**src/rtl/ping_pong_pkg.sv**
```systemverilog
// Shared constants for the ping-pong counter seven-segment display.
// The package holds the active-low segment codes, the UP/DOWN/blank patterns and the digit indices.
package ping_pong_pkg;

  typedef enum logic [1:0] {
    DigitOnes  = 2'd0,
    DigitTens  = 2'd1,
    DigitBlank = 2'd2,
    DigitDir   = 2'd3
  } digit_e;

  typedef struct packed {
    logic [3:0] value;
    logic       direction;
    logic       enable;
  } snap_t;

  // Segment order is {g,f,e,d,c,b,a}, and all outputs are active-low.
  localparam logic [6:0] SegBlank = 7'b1111111;
  localparam logic [6:0] SegUp    = 7'b1011100;
  localparam logic [6:0] SegDown  = 7'b1100011;
  localparam logic [3:0] AnOff    = 4'b1111;

  localparam snap_t SnapReset = '{value: 4'd0, direction: 1'b1, enable: 1'b0};

  function automatic logic [6:0] seg_code(input logic [3:0] d);
    logic [6:0] code;
    case (d)
      4'd0:    code = 7'b1000000;
      4'd1:    code = 7'b1111001;
      4'd2:    code = 7'b0100100;
      4'd3:    code = 7'b0110000;
      4'd4:    code = 7'b0011001;
      4'd5:    code = 7'b0010010;
      4'd6:    code = 7'b0000010;
      4'd7:    code = 7'b1111000;
      4'd8:    code = 7'b0000000;
      4'd9:    code = 7'b0010000;
      default: code = SegBlank;
    endcase
    return code;
  endfunction

endpackage

```
**src/rtl/ping_pong_seg_decoder.sv**
```systemverilog
// This is a combinational decoder that turns the selected digit index and the snapshot into
// active-low digit-enable, segment and decimal-point drive.
module ping_pong_seg_decoder
  import ping_pong_pkg::*;
(
  input  digit_e     digit_i,
  input  logic [3:0] value_i,
  input  logic       direction_i,
  input  logic       enable_i,
  output logic [3:0] an_o,
  output logic [6:0] seg_o,
  output logic       dp_o
);

  logic       tens;
  logic [3:0] ones;

  always_comb begin
    tens  = (value_i >= 4'd10);
    ones  = tens ? (value_i - 4'd10) : value_i;
    an_o  = ~(4'b0001 << digit_i);
    seg_o = SegBlank;
    dp_o  = 1'b1;
    unique case (digit_i)
      DigitOnes:  seg_o = seg_code(ones);
      DigitTens:  seg_o = tens ? seg_code(4'd1) : SegBlank;
      DigitBlank: seg_o = SegBlank;
      DigitDir: begin
        seg_o = direction_i ? SegUp : SegDown;
        dp_o  = ~enable_i;
      end
    endcase
  end

endmodule

```
**src/rtl/ping_pong_seg_display.sv**
```systemverilog
// This module drives a four-digit multiplexed display of the ping-pong counter's value, direction and run state.
// The inputs are sampled only at frame boundaries, so every frame is internally consistent.
module ping_pong_seg_display
  import ping_pong_pkg::*;
#(
  parameter int unsigned REFRESH_BITS = 17
) (
  input  logic       clk,
  input  logic       rst_n,
  input  logic [3:0] value,
  input  logic       direction,
  input  logic       enable,
  output logic [3:0] an,
  output logic [6:0] seg,
  output logic       dp
);

  logic [REFRESH_BITS-1:0] cnt_q, cnt_d;
  digit_e                  scan_q, scan_d;
  snap_t                   snap_q, snap_d;
  logic [3:0]              an_q, an_d;
  logic [6:0]              seg_q, seg_d;
  logic                    dp_q, dp_d;
  logic                    tick;

  always_comb begin
    cnt_d  = cnt_q + REFRESH_BITS'(1);
    tick   = &cnt_q;
    scan_d = tick ? digit_e'(scan_q + 2'd1) : scan_q;
    snap_d = snap_q;
    // The frame boundary is the last tick of digit 3, so the next frame starts on fresh data.
    if (tick && (scan_q == DigitDir)) begin
      snap_d = '{value: value, direction: direction, enable: enable};
    end
  end

  ping_pong_seg_decoder u_decoder (
    .digit_i     (scan_q),
    .value_i     (snap_q.value),
    .direction_i (snap_q.direction),
    .enable_i    (snap_q.enable),
    .an_o        (an_d),
    .seg_o       (seg_d),
    .dp_o        (dp_d)
  );

  // The rst_n port is active-high despite its name.
  always_ff @(posedge clk) begin
    if (rst_n) begin
      cnt_q  <= '0;
      scan_q <= DigitOnes;
      snap_q <= SnapReset;
      an_q   <= AnOff;
      seg_q  <= SegBlank;
      dp_q   <= 1'b1;
    end else begin
      cnt_q  <= cnt_d;
      scan_q <= scan_d;
      snap_q <= snap_d;
      an_q   <= an_d;
      seg_q  <= seg_d;
      dp_q   <= dp_d;
    end
  end

  assign an  = an_q;
  assign seg = seg_q;
  assign dp  = dp_q;

endmodule

```
**config.mk**
```make
export PLATFORM = sky130hd
export DESIGN_NAME = ping_pong_seg_display
export DESIGN_NICKNAME = d
export VERILOG_FILES = /design/src/rtl/ping_pong_pkg.sv /design/src/rtl/ping_pong_seg_decoder.sv /design/src/rtl/ping_pong_seg_display.sv
export SDC_FILE = /design/constraint.sdc
export NUM_CORES = 1
export LEC_CHECK = 0
export CORE_AREA = 8 8 62 91
export DETAILED_ROUTE_END_ITERATION = 8
export DIE_AREA = 0 0 70 99
export GPL_TIMING_DRIVEN = 1
export PLACE_DENSITY = 0.68
export SLEW_MARGIN = 30
export SYNTH_ARGS = -nofsm -noshare
export SYNTH_HDL_FRONTEND = slang
export SYNTH_SLANG_ARGS = --single-unit
```
**constraint.sdc**
```tcl
create_clock -name clk -period 5.15 [get_ports clk]
set_clock_uncertainty 0.1 [all_clocks]
set_input_delay 0.7725 -clock clk [delete_from_list [all_inputs] [get_ports clk]]
set_output_delay 0.7725 -clock clk [all_outputs]
set_load 0.01 [all_outputs]
```
==> results.md, run 1 <==
* Status: finished clean
* Placed inst area at 2000 um2
* Setup bufs post-CTS at 0
* Vias in the first global route at 1463
* Synth cell types at 38
* Cts hold-fix bufs at 0
* Initial DRT Pass Iterations at 4
* Clock power frac at 38.0%
* Sw power at 0.000115 W
* Root Driver: clkbuf_8
* Area Overhead vs Synth at 16.2%
* Syn nets at 226
* Post_cts resized at 0
* R2R cell count at 7
* Critical path class: flop to flop
* Sw frac at 22.4%
* Reg2Reg Launch Point: cnt_q[0]
* Row cnt at 30
* Clk slew on worst S/H paths at 70 ps
* Lkg Pwr at 0.781 nW
* Syn Std Cell Area at 1790 um2
* Crit share post-route at 46.3%
* Cts bufs inserted at 5
* Critical-path maximum fanout at 9
* Via count at 1459
* Crit. Startpoint: cnt_q[0]
* Diode count at 0
* Register area share after synthesis at 41.4%
* Nets at 242
* FMAX at 419 MHz
* Detailed placer's ending HPWL at 2630 um
* Register share of total power at 57.2%
* Worst-margin pin slew at 614 ps
* Routability cong. at 0.901
* Routed Antenna Nets at 0
* Flop-to-flop setup slack at 2770 ps
* Slew Viols, Final at 0
* Hold Path Class: flop to flop
* Total grt overflow at 0
* Place WS at 2740 ps
* Power per cell area at 247 nW/um2
* Final min period at 2380 ps
* Share of layout cells above drive strength 1 at 6.25%
* Critical Path RT at 5230 ps
* DRC violations left at 0
* Largest net degree at the start of global routing at 35
* Top sig layer: met4
* First-pass GRT wire length at 6390 um
* Worst VDD drop at 0.164 mV
* DR vias/cell at 5.36
* Setup-failing EPs final at 0
* Initial antenna violation count at 0
* Initial core utilization at 41.1%
* Data arrival, critical path at 2470 ps
* Initial drt markers at 113
* Die X at 70 um
* Critical R2R Capture: snap_q[1]
* Clk_lat worst skew at 290 ps
* Routed wire length at 3620 um
* PnR worst setup slack at 2770 ps
* Die area at 6930 um2
* Setup crit end kind: flop
* I/O pins at 20
* Max cap viols at 0
* Port Buffer Count at 19
* Crit start category: flop
* End of the critical path: snap_q[1]
* Design Power at 0.000514 W
* RSZ-0062 raised after global routing: false
* Internal power at 0.000399 W
* Routed wire length per instance at 13.3 um
* Metal3 WL at 165 um
* Post-Syn Area per Cell at 8.64 um2
* Met2 WL at 1910 um
* Max clock buf depth at 2
* Final instance area at 2080 um2
* M1 WL at 1410 um
* Die Y at 99 um
* #FFs+latches synth at 37
* Max H-tree Level at 2
* Tot GR Track Use at 11.1%
* Final TNS setup at 0 ps
* CTS tree: yes
* Hold Fails Final Rpt at 0
* Yosys warns at 0
* Rel. slew slack at 58.0%
* Synth Instances at 207
* Clock Sinks at 37
* Core Area at 4350 um2
* Comb power frac at 4.8%
-- sequential cells by signal, summed over array words and instances (netlist names) --
register,cells
dp,1
snap_q,6
cnt_q,17
seg,7
scan_q,2
an,4
-- cell families (layout without fill, tap and decap cells) --
logic type / count (synthesis) / after routing / synth area share (%)
buffers and inverters: 22 / 39 / 5.11
DFF: 37 / 37 / 41.4
xor gates and xnor gates: 15 / 15 / 7.34
adders and majority gates: 11 / 11 / 7.69
and+or+nand+nor: 81 / 81 / 23.6
muxes: 3 / 3 / 1.68
AOI/OAI and AO/OA: 38 / 38 / 13.2
-- metal layers --
metal / GRT usage (%) / up-vias
li1: - / 740
met1: 10.1 / 672
met2: 20.0 / 36
met3: 3.42 / 11
met4: 7.92 / 0
met5: 0 / -
-- Yosys cell counts --
cell type  number  share of area (%)
nand4_1         1               0.35
dfxtp_1        37                 41
nor3_1          5                1.4
nand2_1        16                3.4
nand4_2         1               0.70
nand3_1        12                3.4
o221ai_1        1               0.49
a2111oi_0       1               0.49
a21oi_1        12                3.4
and3_1          3                1.0
mux2i_1         3                1.7
a211o_1         2               0.98
and3_2          1               0.42
o211ai_1        1               0.42
a221o_1         1               0.56
xor2_1          3                1.5
nand3b_1        1               0.42
nand4b_1        1               0.49
o22ai_1         1               0.35
nand2b_1        6                2.1
a31o_2          1               0.49
xnor2_1        12                5.9
buf_4           1               0.42
inv_1          11                2.3
nand4_4         1                1.2
o21ai_0        10                2.8
buf_2           4                1.1
nor2_1         25                5.2
nor2b_1         2               0.70
nor4_2          2                1.4
a21o_1          2               0.84
or3_1           2               0.70
clkbuf_1        6                1.3
nor4_1          2               0.70
ha_1           11                7.7
a31oi_1         3                1.0
a311oi_1        2               0.98
a211oi_1        1               0.42
-- placed cells by master (no fill, tap or decap), types with 2 or more instances in the layout --
master            n
xor2_1            3
a211o_1           2
and3_1            3
or3_1             2
nand3_1          12
nor4_2            2
a21o_1            2
clkdlybuf4s50_1  19
clkbuf_8          5
inv_1            11
nand2_1          16
clkinv_2          2
nor2b_1           2
nor2_1           25
a31oi_1           3
mux2i_1           3
o21ai_0          10
ha_1             11
nor4_1            2
dfxtp_1          37
a311oi_1          2
xnor2_1          12
nand2b_1          6
nor3_1            5
a21oi_1          12
-- power groups by stage --
stage	registers [W]	clock network, W	logic, W
floorplan	0.000302	0	0.00000955
global placement	0.000300	0	0.0000249
detailed placement	0.000301	0	0.0000249
CTS	0.000294	0.000202	0.0000251
global route	0.000294	0.000216	0.0000270
finish	0.000294	0.000195	0.0000245
-- worst min-delay path by stage --
stage / end / start / cells after the start / slack [ps]
4_1_cts: dp / snap_q[0] / 1 / 310
3_3_place_gp: dp / snap_q[0] / 1 / 300
6_report: dp / snap_q[0] / 1 / 320
2_1_floorplan: dp / snap_q[0] / 1 / 280
5_1_grt: dp / snap_q[0] / 1 / 340
3_5_place_dp: dp / snap_q[0] / 1 / 300
-- metrics by stage --
step | instances | hold slack (ps) | util (%)
finish | 272 | 320 | 47.8
global route | 272 | 340 | 47.8
CTS | 272 | 314 | 47.8
detailed placement | 264 | 297 | 45.9
global placement | 264 | 300 | 45.9
floorplan | 207 | 283 | -
-- critical path, stage by stage, from the launching register on --
cell     delay (ps)
dfxtp_1         390
ha_1            240
nand2_1         150
nor4_2          340
and3_1          200
ha_1            330
nand2_1         210
a211o_1         320
-- area by class of cell --
type	count	area, um2
tap	48	60.1
sequential	37	741
timing repair buffer	20	198
multi-input combinational	148	957
fill	441	2270
clock buffer	6	72.6
clock inverter	2	10.0
inverter	11	41.3
Power figures use the tool's default switching activity.
==> run 2: changes to the inputs <==
Settings changed: PLACE_DENSITY 0.68 to 0.7.
Clock period 5.15 ns to 1.9 ns, I/O delays scaled along.
==> run 2 against run 1 <==
- combinational power grew to 3.2 times the previous value
- die area unchanged
- setup slack got worse by 2700 ps
- critical path depth unchanged
- global-route usage up 0.54 points
- via count increased by 5.4%
- count of clock-buffer cells in the layout increased by 1
- highest routed layer unchanged
- non-clock buffer count grew 18
- design area increased by 9.7%
- first-iteration DRC count fell by 14%
- clock power rose to 2.8 times the previous value
==> results.md, run 2 (synthesis results as in run 1) <==
* Routed Antenna Nets at 0
* Crit start category: flop
* Critical path class: flop to flop
* Setup bufs post-CTS at 0
* Core Area at 4350 um2
* Die Y at 99 um
* Setup-failing EPs final at 0
* Root Driver: clkbuf_8
* Die area at 6930 um2
* Area Overhead vs Synth at 27.6%
* Sw frac at 21.1%
* Crit share post-route at 97.5%
* Data arrival, critical path at 1910 ps
* Lkg Pwr at 0.905 nW
* Routed wire length at 3830 um
* Clk_lat worst skew at 280 ps
* Via count at 1538
* Routability cong. at 0.953
* CP Buf/Inv Count at 2
* Detailed placer's ending HPWL at 2880 um
* DRC violations left at 0
* Max H-tree Level at 2
* Slew Viols, Final at 0
* Most frequent cells in the layout: dfxtp_1, nor2_1, clkdlybuf4s50_1, buf_4, nand2_1
* Max clock buf depth at 2
* Diode count at 0
* Cts bufs inserted at 5
* FMAX at 540 MHz
* Comb power frac at 5.5%
* Filler cell count in the final layout at 404
* Vias in the first global route at 1555
* Hold Fails Final Rpt at 0
* Initial antenna violation count at 0
* Final min period at 1850 ps
* Clk slew on worst S/H paths at 70 ps
* Port Buffer Count at 19
* Setup crit end kind: flop
* Tot GR Track Use at 11.6%
* Max cap viols at 0
* Row cnt at 30
* Crit path cell chain: inv_1, ha_1, buf_4, nand4b_1, a21oi_1, a311oi_1, o21ai_0
* First-pass GRT wire length at 6710 um
* Routed wire length per instance at 13.3 um
* Critical Path RT at 1960 ps
* Critical-path maximum fanout at 4
* Biggest register: cnt_q
* Initial DRT Pass Iterations at 4
* Sw power at 0.000299 W
* Status: finished clean
* Design Power at 0.00142 W
* Power per cell area at 622 nW/um2
* Rel. slew slack at 72.0%
* Slowest CP cell: dfxtp_1
* Max incr delay on CP at 390 ps
* Hold Path Class: flop to flop
* Clock power frac at 38.4%
* Clock Sinks at 37
* Worst VDD drop at 0.530 mV
* Die X at 70 um
* Largest register FFs at 17
* Initial core utilization at 41.1%
* Nets at 260
* Total grt overflow at 0
* Layout Utilization at 52.4%
* CTS tree: yes
* Crit-path leading delay family: compound AO/OA/AOI/OAI gates
* Initial drt markers at 97
* Internal power at 0.00112 W
* Most common cell after layout, fill and taps aside: dfxtp_1
* I/O pins at 20
* Register share of total power at 56.1%
* Share of layout cells above drive strength 1 at 17.8%
* DR vias/cell at 5.32
* Worst-margin pin slew at 420 ps
* RSZ-0062 raised after global routing: true
* Largest net degree at the start of global routing at 30
run 2: changes by cell type in the layout (fill, tap and decap cells not counted), moves of 2 or more:
cell | previous run | this run
clkinv_2 | 2 | 0
ha_4 | 0 | 2
nand2_1 | 16 | 14
ha_1 | 11 | 9
buf_4 | 1 | 18
dfxtp_1 | 37 | 30
dfxtp_2 | 0 | 6
run 2: layout make-up:
type	count	area (um2)	share of cell area [%]
timing repair buffer	38	337	14.7
sequential	37	752	32.9
inverter	11	41.3	1.81
tap	48	60.1	2.63
multi-input combinational	148	1010	44.1
clock buffer	7	86.3	3.78
run 2: path summary, 6_finish.rpt:
check / from / to / slack [ps] / cells after the start
hold / removal: snap_q[0] / dp / 320 / 1
setup / recovery: snap_q[3] / seg[0] / 50 / 7
hold reg to reg: snap_q[0] / dp / 320 / 1
setup reg to reg: snap_q[3] / seg[0] / 50 / 7
run 2: layer usage:
layer | global-route usage (%) | up-vias | share of wire [%]
li1 | - | 773 | -
met1 | 11.0 | 709 | 39
met2 | 21.1 | 42 | 52
met3 | 4.02 | 14 | 5.3
met4 | 6.37 | 0 | 3.5
met5 | 0 | - | 0
run 2: power groups by stage:
stage          combinational (W)  clock, W  sequential (W)
2_1_floorplan          0.0000265         0        0.000818
3_3_place_gp           0.0000767         0        0.000812
3_5_place_dp           0.0000769         0        0.000813
4_1_cts                0.0000772  0.000564        0.000795
5_1_grt                0.0000863  0.000604        0.000797
6_report               0.0000777  0.000545        0.000797
run 2: timing repair:
action,4_1_cts,5_1_grt
hold buffers,0,0
setup endpoints to repair,0,7
resized for setup,0,10
run 2: worst reg2reg max path: stages, from the launching register on:
cell and delay [ps]:
dfxtp_1 390, inv_1 70, ha_1 340, buf_4 160
nand4b_1 70, a21oi_1 90, a311oi_1 360, o21ai_0 140
run 2: through the flow:
stage               cells  worst slack, ps  hold slack [ps]  cell area (um2)  TNS [ps]
finish                289             47.6              317             2280         0
global route          289            -36.9              349             2280     -61.3
CTS                   289             71.9              316             2240         0
detailed placement    282             78.0              301             2160         0
global placement      282              116              298             2160         0
floorplan             207             4.02              283             1820         0
==> run 3: changes to the inputs <==
Settings changed: DONT_BUFFER_PORTS set to 1, PLACE_DENSITY 0.7 to 0.64.
==> run 3 against run 2 <==
- design area down 6.4%
- critical path type unchanged
- critical endpoint is now snap_q[1]
- power grew 9.1%
- critical path depth is the same
- combinational power decreased by 42%
- first-iteration DRC count down 13%
- largest cell class unchanged
==> results.md, run 3 (synthesis results as in run 1) <==
* Most frequent cells in the layout: dfxtp_1, nor2_1, buf_4, nand2_1
* Critical Path RT at 1980 ps
* Clock Sinks at 37
* Sw power at 0.000311 W
* Biggest register: cnt_q
* Nets at 243
* Initial DRT Pass Iterations at 4
* Critical R2R Capture: snap_q[1]
* Critical path class: flop to flop
* Placed cell count at 261
* Initial antenna violation count at 0
* Share of layout cells above drive strength 1 at 20.4%
* Power per cell area at 725 nW/um2
* Max cap viols at 0
* Via count at 1475
* Root Driver: clkbuf_8
* Die X at 70 um
* Die Y at 99 um
* Core Area at 4350 um2
* Clock power frac at 45.3%
* Detailed placer's ending HPWL at 2720 um
* First-pass GRT wire length at 6310 um
* Setup crit end kind: flop
* Most common cell after layout, fill and taps aside: dfxtp_1
* R2R cell count at 7
* Sw frac at 20.1%
* Largest register FFs at 17
* Routed wire length at 3780 um
* Rel. slew slack at 66.9%
* Slew Viols, Final at 0
* Largest net degree at the start of global routing at 31
* Place WS at 52.6 ps
* Max clock buf depth at 2
* CTS tree: yes
* Worst-margin pin slew at 497 ps
* Port Buffer Count at 0
* Crit start category: flop
* I/O pins at 20
* Lkg Pwr at 0.837 nW
* Register share of total power at 51.8%
* FMAX at 547 MHz
* Flop-to-flop setup slack at 70 ps
* Endpoint of the worst hold path: seg[0]
* Routed wire length per instance at 13.8 um
* Crit share post-route at 96.2%
* PnR worst setup slack at 72.5 ps
* Hold WS at 15.5 ps
* Critical-path maximum fanout at 6
* Area Overhead vs Synth at 19.4%
* Routability cong. at 0.905
* Max incr delay on CP at 360 ps
* Crit path cell chain: ha_4, nand2_2, nor4_4, and3_4, ha_4, nand2_2, a211o_1
* Row cnt at 30
* Final TNS setup at 0 ps
* Setup-failing EPs final at 0
* Routed Antenna Nets at 0
* Hold_sp: rst_n
* Hold Path Class: input pin to flop
* Slowest CP cell: dfxtp_2
* Status: finished clean
* Diode count at 0
* Comb power frac at 2.9%
* Internal power at 0.00124 W
* Hold Fails Final Rpt at 0
* DRC violations left at 0
* Final cell count without fillers at 273
* Initial core utilization at 41.1%
* Worst VDD drop at 0.601 mV
* Max H-tree Level at 2
* DR vias/cell at 5.40
* Tot GR Track Use at 11.1%
* Hold path cells at 2
* Reg2Reg Launch Point: cnt_q[0]
* Clk slew on worst S/H paths at 80 ps
* Total grt overflow at 0
* Data arrival, critical path at 1910 ps
* Clk_lat worst skew at 290 ps
* Final min period at 1830 ps
* Die area at 6930 um2
* Cts bufs inserted at 5
* Initial drt markers at 84
* Vias in the first global route at 1475
[run 3: layout make-up]
cell class                 count  area (um2)
inverter                      11        41.3
timing repair buffer          21         161
sequential                    37         751
fill                         408        2220
multi-input combinational    148        1000
clock buffer                   6        82.6
clock inverter                 2        36.3
tap                           48        60.1
[run 3: worst max-delay path by stage]
stage,from,end,slack (ps),depth (start not counted)
2_1_floorplan,cnt_q[2],snap_q[1],4,7
3_3_place_gp,cnt_q[0],snap_q[1],60,7
3_5_place_dp,cnt_q[0],snap_q[1],50,7
4_1_cts,cnt_q[0],scan_q[1],30,8
5_1_grt,cnt_q[0],snap_q[1],-4,7
6_report,cnt_q[0],snap_q[1],70,7
[run 3: routing by layer]
metal  vias up  wire length, um  GRT usage [%]
li1        743                -              -
met1       686             1430           9.62
met2        34             2030           20.3
met3        12              179           3.82
met4         0              138           8.54
met5         -                0              0
[run 3: power groups by stage]
stage / Combinational, W / Sequential [W] / Clock [W]
after floorplan: 0.0000265 / 0.000818 / 0
after global placement: 0.0000293 / 0.000818 / 0
after detailed placement: 0.0000292 / 0.000819 / 0
after CTS: 0.0000419 / 0.000800 / 0.000738
after global routing: 0.0000490 / 0.000804 / 0.000765
final: 0.0000449 / 0.000802 / 0.000702
[run 3: timing repair]
| action | 4_1_cts | 5_1_grt |
|---|---|---|
| hold endpoints to repair | 30 | 0 |
| hold buffers | 2 | 0 |
| setup endpoints to repair | 0 | 5 |
| setup buffers | 0 | 2 |
| resized for setup | 0 | 9 |
[run 3: critical path, delay by kind of cell (launching register included)]
kind / cells / cell delay, ps
adders and majority gates: 2 / 300
DFF: 1 / 360
and+or+nand+nor: 4 / 670
AOI/OAI and AO/OA: 1 / 310
[run 3: per-stage QoR]
stage | utilization (%) | power (W) | cell area, um2
global placement | 44.8 | 0.000848 | 1950
detailed placement | 44.8 | 0.000848 | 1950
CTS | 48.0 | 0.00158 | 2090
finish | 49.1 | 0.00155 | 2140
floorplan | - | 0.000845 | 1820
global route | 49.1 | 0.00162 | 2140
